$ cat config.mk
export PLATFORM = sky130hd
export DESIGN_NAME = pp_accumulator
export DESIGN_NICKNAME = d
export VERILOG_FILES = /design/src/rtl/npu_pkg.sv /design/src/rtl/pp_reduce.sv /design/src/rtl/pp_accumulator.sv
export SDC_FILE = /design/constraint.sdc
export NUM_CORES = 1
export LEC_CHECK = 0
export CAP_MARGIN = 40
export CORE_MARGIN = 2
export CORE_UTILIZATION = 51
export CTS_BUF_LIST = sky130_fd_sc_hd__clkbuf_2
export CTS_CLUSTER_DIAMETER = 30
export DETAILED_ROUTE_END_ITERATION = 12
export HOLD_SLACK_MARGIN = 0.06
export PLACE_DENSITY = 0.85
export SLEW_MARGIN = 15
export SYNTH_ARGS = -nofsm -noshare
export SYNTH_HDL_FRONTEND = slang
export SYNTH_SLANG_ARGS = --single-unit
export TNS_END_PERCENT = 10
$ cat constraint.sdc
create_clock -name clk -period 2.01 [get_ports clk]
set_input_delay 0.402 -clock clk [delete_from_list [all_inputs] [get_ports clk]]
set_output_delay 0.402 -clock clk [all_outputs]
set_load 0.01 [all_outputs]
$ cat src/rtl/npu_pkg.sv
// Shared Booth partial-product geometry and correction constant, used by the
// partial-product generator and by pp_accumulator / pp_reduce.
package npu_pkg;

  localparam int unsigned Pp0W  = 11;
  localparam int unsigned PpW   = 9;
  localparam int unsigned ProdW = 16;

  localparam int unsigned Row1Shift = 2;
  localparam int unsigned Row2Shift = 4;
  localparam int unsigned Row3Shift = 6;

  // Cancels the sign-extension-prevention offsets the PPG folds into each row.
  localparam logic [ProdW-1:0] BoothCorr = 16'hA800;

  typedef enum logic {
    StAccum,
    StHold
  } ppa_state_e;

  function automatic logic [ProdW-1:0] place_row(input logic [PpW-1:0] row,
                                                 input int unsigned  shift);
    return ProdW'(row) << shift;
  endfunction

endpackage

$ cat src/rtl/pp_reduce.sv
// Combinational reduction of four Booth rows, their increment bits and the
// correction constant into a 16-bit two's-complement product.
module pp_reduce
  import npu_pkg::*;
(
  input  logic [Pp0W-1:0]  pp0_i,
  input  logic [PpW-1:0]   pp1_i,
  input  logic [PpW-1:0]   pp2_i,
  input  logic [PpW-1:0]   pp3_i,
  input  logic             neg0_i,
  input  logic             neg1_i,
  input  logic             neg2_i,
  input  logic             neg3_i,
  output logic [ProdW-1:0] prod_o
);

  logic [ProdW-1:0] r0, r1, r2, r3, r4;
  logic [ProdW-1:0] s1, c1, s2, c2, s3, c3;

  always_comb begin
    r0 = ProdW'(pp0_i);
    r1 = place_row(pp1_i, Row1Shift);
    r2 = place_row(pp2_i, Row2Shift);
    r3 = place_row(pp3_i, Row3Shift);
    // Increment bits land on zero bit positions of the correction constant.
    r4            = BoothCorr;
    r4[0]         = neg0_i;
    r4[Row1Shift] = neg1_i;
    r4[Row2Shift] = neg2_i;
    r4[Row3Shift] = neg3_i;

    // 4:2 compressor over the rows, then one more 3:2 for the constant row.
    s1 = r0 ^ r1 ^ r2;
    c1 = ((r0 & r1) | (r0 & r2) | (r1 & r2)) << 1;
    s2 = s1 ^ c1 ^ r3;
    c2 = ((s1 & c1) | (s1 & r3) | (c1 & r3)) << 1;
    s3 = s2 ^ c2 ^ r4;
    c3 = ((s2 & c2) | (s2 & r4) | (c2 & r4)) << 1;

    prod_o = s3 + c3;
  end

endmodule

$ cat src/rtl/pp_accumulator.sv
// Sums TERMS Booth products per window into a signed ACC_W-bit result with a
// valid/ready output. Define PPA_SAT_EN for saturating accumulation + out_sat.
module pp_accumulator
  import npu_pkg::*;
#(
  parameter int unsigned TERMS = 9,
  parameter int unsigned ACC_W = 20
) (
  input  logic             clk,
  input  logic             reset,
  input  logic             in_valid,
  output logic             in_ready,
  input  logic [Pp0W-1:0]  pp0,
  input  logic [PpW-1:0]   pp1,
  input  logic [PpW-1:0]   pp2,
  input  logic [PpW-1:0]   pp3,
  input  logic             neg0,
  input  logic             neg1,
  input  logic             neg2,
  input  logic             neg3,
  output logic             out_valid,
  input  logic             out_ready,
  output logic [ACC_W-1:0] out_data,
  output logic             out_sat
);

  localparam int unsigned    CntW    = (TERMS > 1) ? $clog2(TERMS) : 1;
  localparam logic [CntW-1:0] LastCnt = CntW'(TERMS - 1);

  logic [ProdW-1:0] prod;
  logic [ProdW-1:0] p_data_q, p_data_d;
  logic             p_valid_q, p_valid_d;
  logic [ACC_W-1:0] acc_q, acc_d;
  logic [CntW-1:0]  cnt_q, cnt_d;
  ppa_state_e       state_q;
  logic [ACC_W-1:0] out_data_q;
  logic             p_last, p_stall, p_adv, load;
  logic [ACC_W-1:0] prod_ext, sum;

  pp_reduce u_reduce (
    .pp0_i  (pp0),
    .pp1_i  (pp1),
    .pp2_i  (pp2),
    .pp3_i  (pp3),
    .neg0_i (neg0),
    .neg1_i (neg1),
    .neg2_i (neg2),
    .neg3_i (neg3),
    .prod_o (prod)
  );

  assign out_valid = (state_q == StHold);
  assign p_last    = p_valid_q && (cnt_q == LastCnt);
  // Only the closing term can block: it needs the output register free.
  assign p_stall   = p_last && out_valid && !out_ready;
  assign p_adv     = p_valid_q && !p_stall;
  assign in_ready  = !p_valid_q || p_adv;
  assign load      = p_adv && p_last;
  assign prod_ext  = ACC_W'($signed(p_data_q));
  assign out_data  = out_data_q;

`ifdef PPA_SAT_EN
  logic [ACC_W:0] sum_wide;
  logic           ovf;
  logic           win_sat_q, out_sat_q;

  assign sum_wide = {acc_q[ACC_W-1], acc_q} + {prod_ext[ACC_W-1], prod_ext};
  assign ovf      = sum_wide[ACC_W] ^ sum_wide[ACC_W-1];
  assign out_sat  = out_sat_q;

  always_comb begin
    sum = sum_wide[ACC_W-1:0];
    if (ovf) begin
      sum = sum_wide[ACC_W] ? {1'b1, {(ACC_W-1){1'b0}}} : {1'b0, {(ACC_W-1){1'b1}}};
    end
  end

  always_ff @(posedge clk or negedge reset) begin
    if (!reset) begin
      win_sat_q <= 1'b0;
      out_sat_q <= 1'b0;
    end else if (p_adv) begin
      if (p_last) begin
        win_sat_q <= 1'b0;
        out_sat_q <= win_sat_q | ovf;
      end else begin
        win_sat_q <= win_sat_q | ovf;
      end
    end
  end
`else
  assign sum     = acc_q + prod_ext;
  assign out_sat = 1'b0;
`endif

  always_comb begin
    p_valid_d = p_valid_q;
    p_data_d  = p_data_q;
    acc_d     = acc_q;
    cnt_d     = cnt_q;
    if (p_adv) begin
      p_valid_d = 1'b0;
      if (p_last) begin
        acc_d = '0;
        cnt_d = '0;
      end else begin
        acc_d = sum;
        cnt_d = cnt_q + CntW'(1);
      end
    end
    if (in_valid && in_ready) begin
      p_valid_d = 1'b1;
      p_data_d  = prod;
    end
  end

  always_ff @(posedge clk or negedge reset) begin
    if (!reset) begin
      p_valid_q <= 1'b0;
      p_data_q  <= '0;
      acc_q     <= '0;
      cnt_q     <= '0;
    end else begin
      p_valid_q <= p_valid_d;
      p_data_q  <= p_data_d;
      acc_q     <= acc_d;
      cnt_q     <= cnt_d;
    end
  end

  // A fresh result may replace the held one in the same edge it is consumed.
  always_ff @(posedge clk or negedge reset) begin
    if (!reset) begin
      state_q    <= StAccum;
      out_data_q <= '0;
    end else begin
      case (state_q)
        StAccum: begin
          if (load) begin
            out_data_q <= sum;
            state_q    <= StHold;
          end
        end
        StHold: begin
          if (load) begin
            out_data_q <= sum;
          end else if (out_ready) begin
            state_q <= StAccum;
          end
        end
        default: state_q <= StAccum;
      endcase
    end
  end

endmodule

* After elaboration in Yosys (flattened, before gate mapping)
Index checks and enable logic that the tools add are counted.
Word-level totals: bits in registers 62, input bits 46, output and inout bits 23, logic and storage cells 52
Operators by class: add/subtract/negate cells 3, equal/unequal tests 1, multiplexer cells 9, bitwise logic cells 22, reductions and logical operators 11
Operator list (number):
- 15-bit bitwise OR | 5
- 15-bit bitwise AND | 4
- 16-bit XOR | 3
- 20-bit 2-to-1 mux | 2
- 15-bit by 14-bit bitwise AND with 15-bit output | 2
- 11-bit by 13-bit bitwise AND with 13-bit output | 2
- 20-bit adder | 1
- 16-bit adder | 1
- 16-bit by 15-bit XOR with 16-bit output | 1
- 15-bit by 13-bit bitwise OR with 15-bit output | 1
- 11-bit by 13-bit XOR with 13-bit output | 1
- 11-bit bitwise AND | 1
- 11-bit XOR | 1
- 1-bit logical AND | 6
- 1-bit 2-to-1 mux | 5
- 4-bit by 1-bit adder with 4-bit output, second input constant | 1
- 4-bit equality test, second input constant | 1
- 4-bit 2-to-1 mux | 1
- 1-bit logical NOT | 3
- 1-bit case mux with 2 select lines | 1
- 2-bit nonzero test | 1
- 1-bit logical OR | 1
- 1-bit NOT | 1

* Depth between registers and ports, before layout
depth after elaboration 10, gate-level depth with buffers 13, gate-level depth less buffers 13

* By module
From an unflattened synthesis, not the netlist that was laid out.
Second synthesis, totals: cell total of the unflattened synthesis 436, area total of the unflattened synthesis 4550.6 µm²
Modules (own cells, without submodules):
- pp_accumulator | times used 1, cells an instance 287, area an instance 3269.4 µm², seq. area each 1551.5 µm²
- pp_reduce | times used 1, cells an instance 149, area an instance 1281.2 µm², seq. area each 0.0 µm²

* Worst setup path after synthesis
OpenSTA, ideal clock, no wires.
kind input to register, from in pp0[6], to reg p_data_q[15], setup time 0.065 ns, arrival 3.563 ns, required time 1.945 ns, path slack -1.618 ns, cell stages on the path 13, path buffers 0, path through inv_1 > fa_1 > fa_1 > inv_1 > fa_1 > ha_1 > and3b_1 > a221oi_2 > o21ai_1 > nand3_2 > a311oi_2 > a2111oi_2 > a211o_1
On the way: word-level cells in the longest chain between the ends 10, elaborated cells on any way between the ends 21, classes of those cells add/sub (1); bitwise (20)
RTL lines:
- start, declared | line pp_accumulator.sv:13 | input logic [Pp0W-1:0] pp0,
- 11-bit bitwise AND / 11-bit by 13-bit bitwise AND with 13-bit output (equally long branches) | line pp_reduce.sv:34 | c1 = ((r0 & r1) | (r0 & r2) | (r1 & r2)) << 1;
- 15-bit bitwise OR | line pp_reduce.sv:34
- 15-bit by 13-bit bitwise OR with 15-bit output | line pp_reduce.sv:34
- 15-bit bitwise AND | line pp_reduce.sv:36 | c2 = ((s1 & c1) | (s1 & r3) | (c1 & r3)) << 1;
- 15-bit bitwise OR (2 in a row) | line pp_reduce.sv:36
- 15-bit bitwise AND | line pp_reduce.sv:38 | c3 = ((s2 & c2) | (s2 & r4) | (c2 & r4)) << 1;
- 15-bit bitwise OR (2 in a row) | line pp_reduce.sv:38
- 16-bit adder (*) | line pp_reduce.sv:40 | prod_o = s3 + c3;
- end signal, assigned | line pp_accumulator.sv:125 | p_data_q <= p_data_d;
- end, declared | line pp_accumulator.sv:31 | logic [ProdW-1:0] p_data_q, p_data_d;
Every way passes the cells marked *; elsewhere a longest branch is shown, timed or not. A chain may end at the register's enable or synchronous reset.

* Final worst setup path
from in pp2[1], to reg p_data_q[13]
On the way: word-level cells in the longest chain between the ends 10, elaborated cells on any way between the ends 20, classes of those cells add/sub (1); bitwise (19)
RTL lines:
- start, declared | line pp_accumulator.sv:15 | input logic [PpW-1:0] pp2,
- 11-bit by 13-bit bitwise AND with 13-bit output | line pp_reduce.sv:34
- 15-bit bitwise OR | line pp_reduce.sv:34
- 15-bit by 13-bit bitwise OR with 15-bit output | line pp_reduce.sv:34
- 15-bit bitwise AND | line pp_reduce.sv:36
- 15-bit bitwise OR (2 in a row) | line pp_reduce.sv:36
- 15-bit bitwise AND | line pp_reduce.sv:38
- 15-bit bitwise OR (2 in a row) | line pp_reduce.sv:38
- 16-bit adder (*) | line pp_reduce.sv:40
Marks and branches as above.

==> reports/qor.yml <==
run_status:
  status: "finished with violations"
  violations: "setup timing"
detailed_routing:
  ant_nets: 0
  via_per_inst: 5.461
  dr_total_vias: 3790
  wl_per_cell_um: 15.60
  first_pass_iters: 4
  wl_um: 10820
  drt-initial-drc-count: 144
  drc: 0
clocking:
  cts_tree: "yes"
  ctsRootBufferMaster: "clkbuf_2"
  htreeDepth: 3
  cts_num_sinks: 62
  clkTransAtPathRegs_ns: 0.18
  clk_latency_ns: 0.51
  cts_setup_buffers: 0
  cts_buffers: 9
  cts_buffer_depth: 2
timing:
  max_freq_mhz: 304.6
  hold_viol: 0
  setup_viol: 38
  grt_setup_unrepaired: "true"
  fin_crit_ns: 3.283
  fin_crit_sh_pct: 163.3
  drv_slew: 0
  setup_ws_ns: -1.273
  finalSetupTns_ns: -14.29
  clock-skew-final_ns: 0.03181
  whs_ns: 0.2378
placement:
  dp_hpwl_um: 7759
  placed_cells: 677
  numPortBuffers: 67
  placed_cell_area_um2: 5738
  place.gp.congestion: 0.8636
synth:
  synthArstFlopShare_pct: 100.0
  synthMuxAreaShare_pct: 4.861
  ys_warn_count: 0
  synth_compound_area_share_pct: 16.34
  synth_ff_type: "dfrtp_1"
  synthAdderAreaFrac_pct: 21.49
  synth_area_leader_cell: "dfrtp_1"
  synth_fp_nets: 554
  synth_top_area_share_pct: 35.25
  yosysUniqueCellTypes: 51
  synth.avg_cell_area_um2: 9.959
  synth.yosys.seq_area_share_pct: 35.25
  synth_xor_area_share_pct: 5.770
  netlist_area_um2: 4402
  synth-edff-count: 0
  syn_inst: 442
  synthSimpleGateAreaFrac_pct: 11.09
  synthTopCellsByArea: "dfrtp_1 35%, ha_1 14%, fa_1 7.3%, mux2_2 4.9%, nand2_1 4.0%"
  synth_seq_cells: 62
  synth_top_family_by_area: "adder cells"
layout:
  nNetsFinal: 696
  diodes: 0
  design_area_um2: 6162
  layoutNonFillerInstCount: 694
  drive_gt1_share_pct: 29.71
  fin_util_pct: 74.25
  syn2layout_area_growth_pct: 39.99
  final_common_cell: "buf_4"
  mostFrequentLayoutCells: "73 x buf_4, 62 x dfrtp_1, 56 x clkdlybuf4s50_1"
die:
  fp.coreArea_um2: 8299
  start_util_pct: 53.04
  ios: 69
  die_w_um: 96.90
  row_count: 33
  dieArea_um2: 9390
  die_h_um: 96.90
global_routing:
  grt_pass1_wl_um: 17510
  grt_max_degree: 31
  grt_antenna_before_repair: 0
  grt_use_total_pct: 22.74
  grt_pass1_vias: 4010
  grt.overflow.total: 0
power_and_ir_drop:
  p_seq_share_pct: 22.8
  p_per_area_nw_per_um2: 1552
  p_leak_nw: 2.900
  switching_share_pct: 42.10
  p_comb_share_pct: 69.4
  peakVddDrop_uv: 639.2
  power_switching_w: 0.004027
  intPower_w: 0.005539
  power.share.clock_pct: 7.9
critical_path:
  cp_max_fo: 2
  startpoint: "pp2[1]"
  cpMaxStageDelayCell: "fa_1"
  crit_top_cell: "fa_1"
  cp.required_ns: 2.41
  cp-start-kind: "input port"
  r2r-start: "p_data_q[1]$_DFFE_PN0P_"
  cp-end-kind: "flip-flop"
  critical_path.max_stage_delay_ns: 0.48
  worstSetupPathType: "input port to flip-flop"
  crit_chain: "dlygate4sd2_1, fa_2, inv_2, fa_1, inv_1, fa_1, ha_4, and3b_2, a221oi_4, o21ai_2, nand3_2, a311oi_4, buf_4, xnor2_2, o21ai_1"
  r2r_cells: 8
  arrival_ns: 3.68
flow_run:
  cap_violations: 0
worst_hold_path:
  hold_class: "input port to asynchronous set/reset pin"
-- layer usage --
metal | share of wire, % | global-route usage (%) | up-vias
met5 | 0 | 0 | -
met4 | 3.2 | 9.967 | 0
met3 | 3.4 | 3.902 | 33
met2 | 53 | 41.61 | 113
met1 | 40 | 25.85 | 1823
li1 | - | - | 1821
-- per-stage QoR --
stage	total power [W]	setup WS (ns)
5_1_grt	0.01028	-1.377
2_1_floorplan	0.005462	-1.507
3_5_place_dp	0.007849	-2.251
4_1_cts	0.009014	-1.212
6_report	0.009566	-1.273
3_3_place_gp	0.007571	-2.081
-- power groups by stage --
stage,Combinational [W],Sequential (W),Clock (W)
3_3_place_gp,0.00543,0.00214,0
5_1_grt,0.00722,0.00224,0.000817
4_1_cts,0.00609,0.00216,0.000763
2_1_floorplan,0.00328,0.00218,0
6_report,0.00664,0.00218,0.000752
3_5_place_dp,0.00568,0.00217,0
-- repair_timing --
item / in CTS / in global routing
hold endpoints to repair: 39 / 0
pin swaps: 26 / 27
setup endpoints to repair: 45 / 45
hold buffers: 1 / 0
resized for setup: 68 / 25
-- cells in the mapped netlist (all sizes together) (2+ instances only) --
| cell | count |
|---|---|
| a2111oi | 2 |
| a21boi | 2 |
| a21o | 8 |
| a21oi | 27 |
| a22o | 15 |
| a31oi | 4 |
| and2 | 4 |
| and3b | 2 |
| buf | 5 |
| clkbuf | 7 |
| dfrtp | 62 |
| fa | 16 |
| ha | 50 |
| inv | 44 |
| mux2 | 19 |
| nand2 | 47 |
| nand2b | 6 |
| nand3 | 8 |
| nand4 | 6 |
| nor2 | 15 |
| nor2b | 3 |
| nor3 | 3 |
| o211ai | 2 |
| o21ai | 37 |
| o21bai | 2 |
| or2 | 2 |
| or3 | 3 |
| or4 | 2 |
| xnor2 | 17 |
| xor2 | 12 |
-- kinds of logic (layout without fill, tap and decap cells) --
group / count (synthesis) / in the layout
flops: 62 / 62
xor+xnor: 29 / 29
simple gates: 102 / 102
fa+ha+maj: 66 / 66
compound gates: 107 / 107
other cells: 1 / 1
mux: 19 / 19
buf+inv: 56 / 203
-- worst max-delay path, delay by kind of cell --
kind                       cells  cell delay (ns)
and+or+nand+nor                2             0.35
adders and majority gates      4             1.55
buffers and inverters          4             0.60
xor gates and xnor gates       1             0.10
AOI/OAI and AO/OA              4             0.68
-- state kept, by name (all words and copies together), names as in the netlist --
signal	cells
acc_q	20
cnt_q	4
out_data	20
out_valid	1
p_data_q	16
p_valid_q	1
-- final cells by class --
cell class	instances	area, um2
inverters	44	172.7
repair buffers	143	1251
flip-flops and latches	62	1551
multi-input cells	324	2944
fillers	522	2137
clock buffers	10	50.05
clock inverters	6	61.31
well taps	105	131.4
-- path summary, 6_finish.rpt --
kind	end	slack, ns
max	p_data_q[13]$_DFFE_PN0P_	-1.27
min	cnt_q[0]$_DFFE_PN0P_	0.24
max reg2reg	out_data[19]$_DFFE_PN0P_	-0.28
min reg2reg	out_data[1]$_DFFE_PN0P_	0.50
min in group clk	out_data[1]$_DFFE_PN0P_	0.50
max in group asynchronous	acc_q[7]$_DFFE_PN0P_	1.12
(Power assumes the default switching activity.)
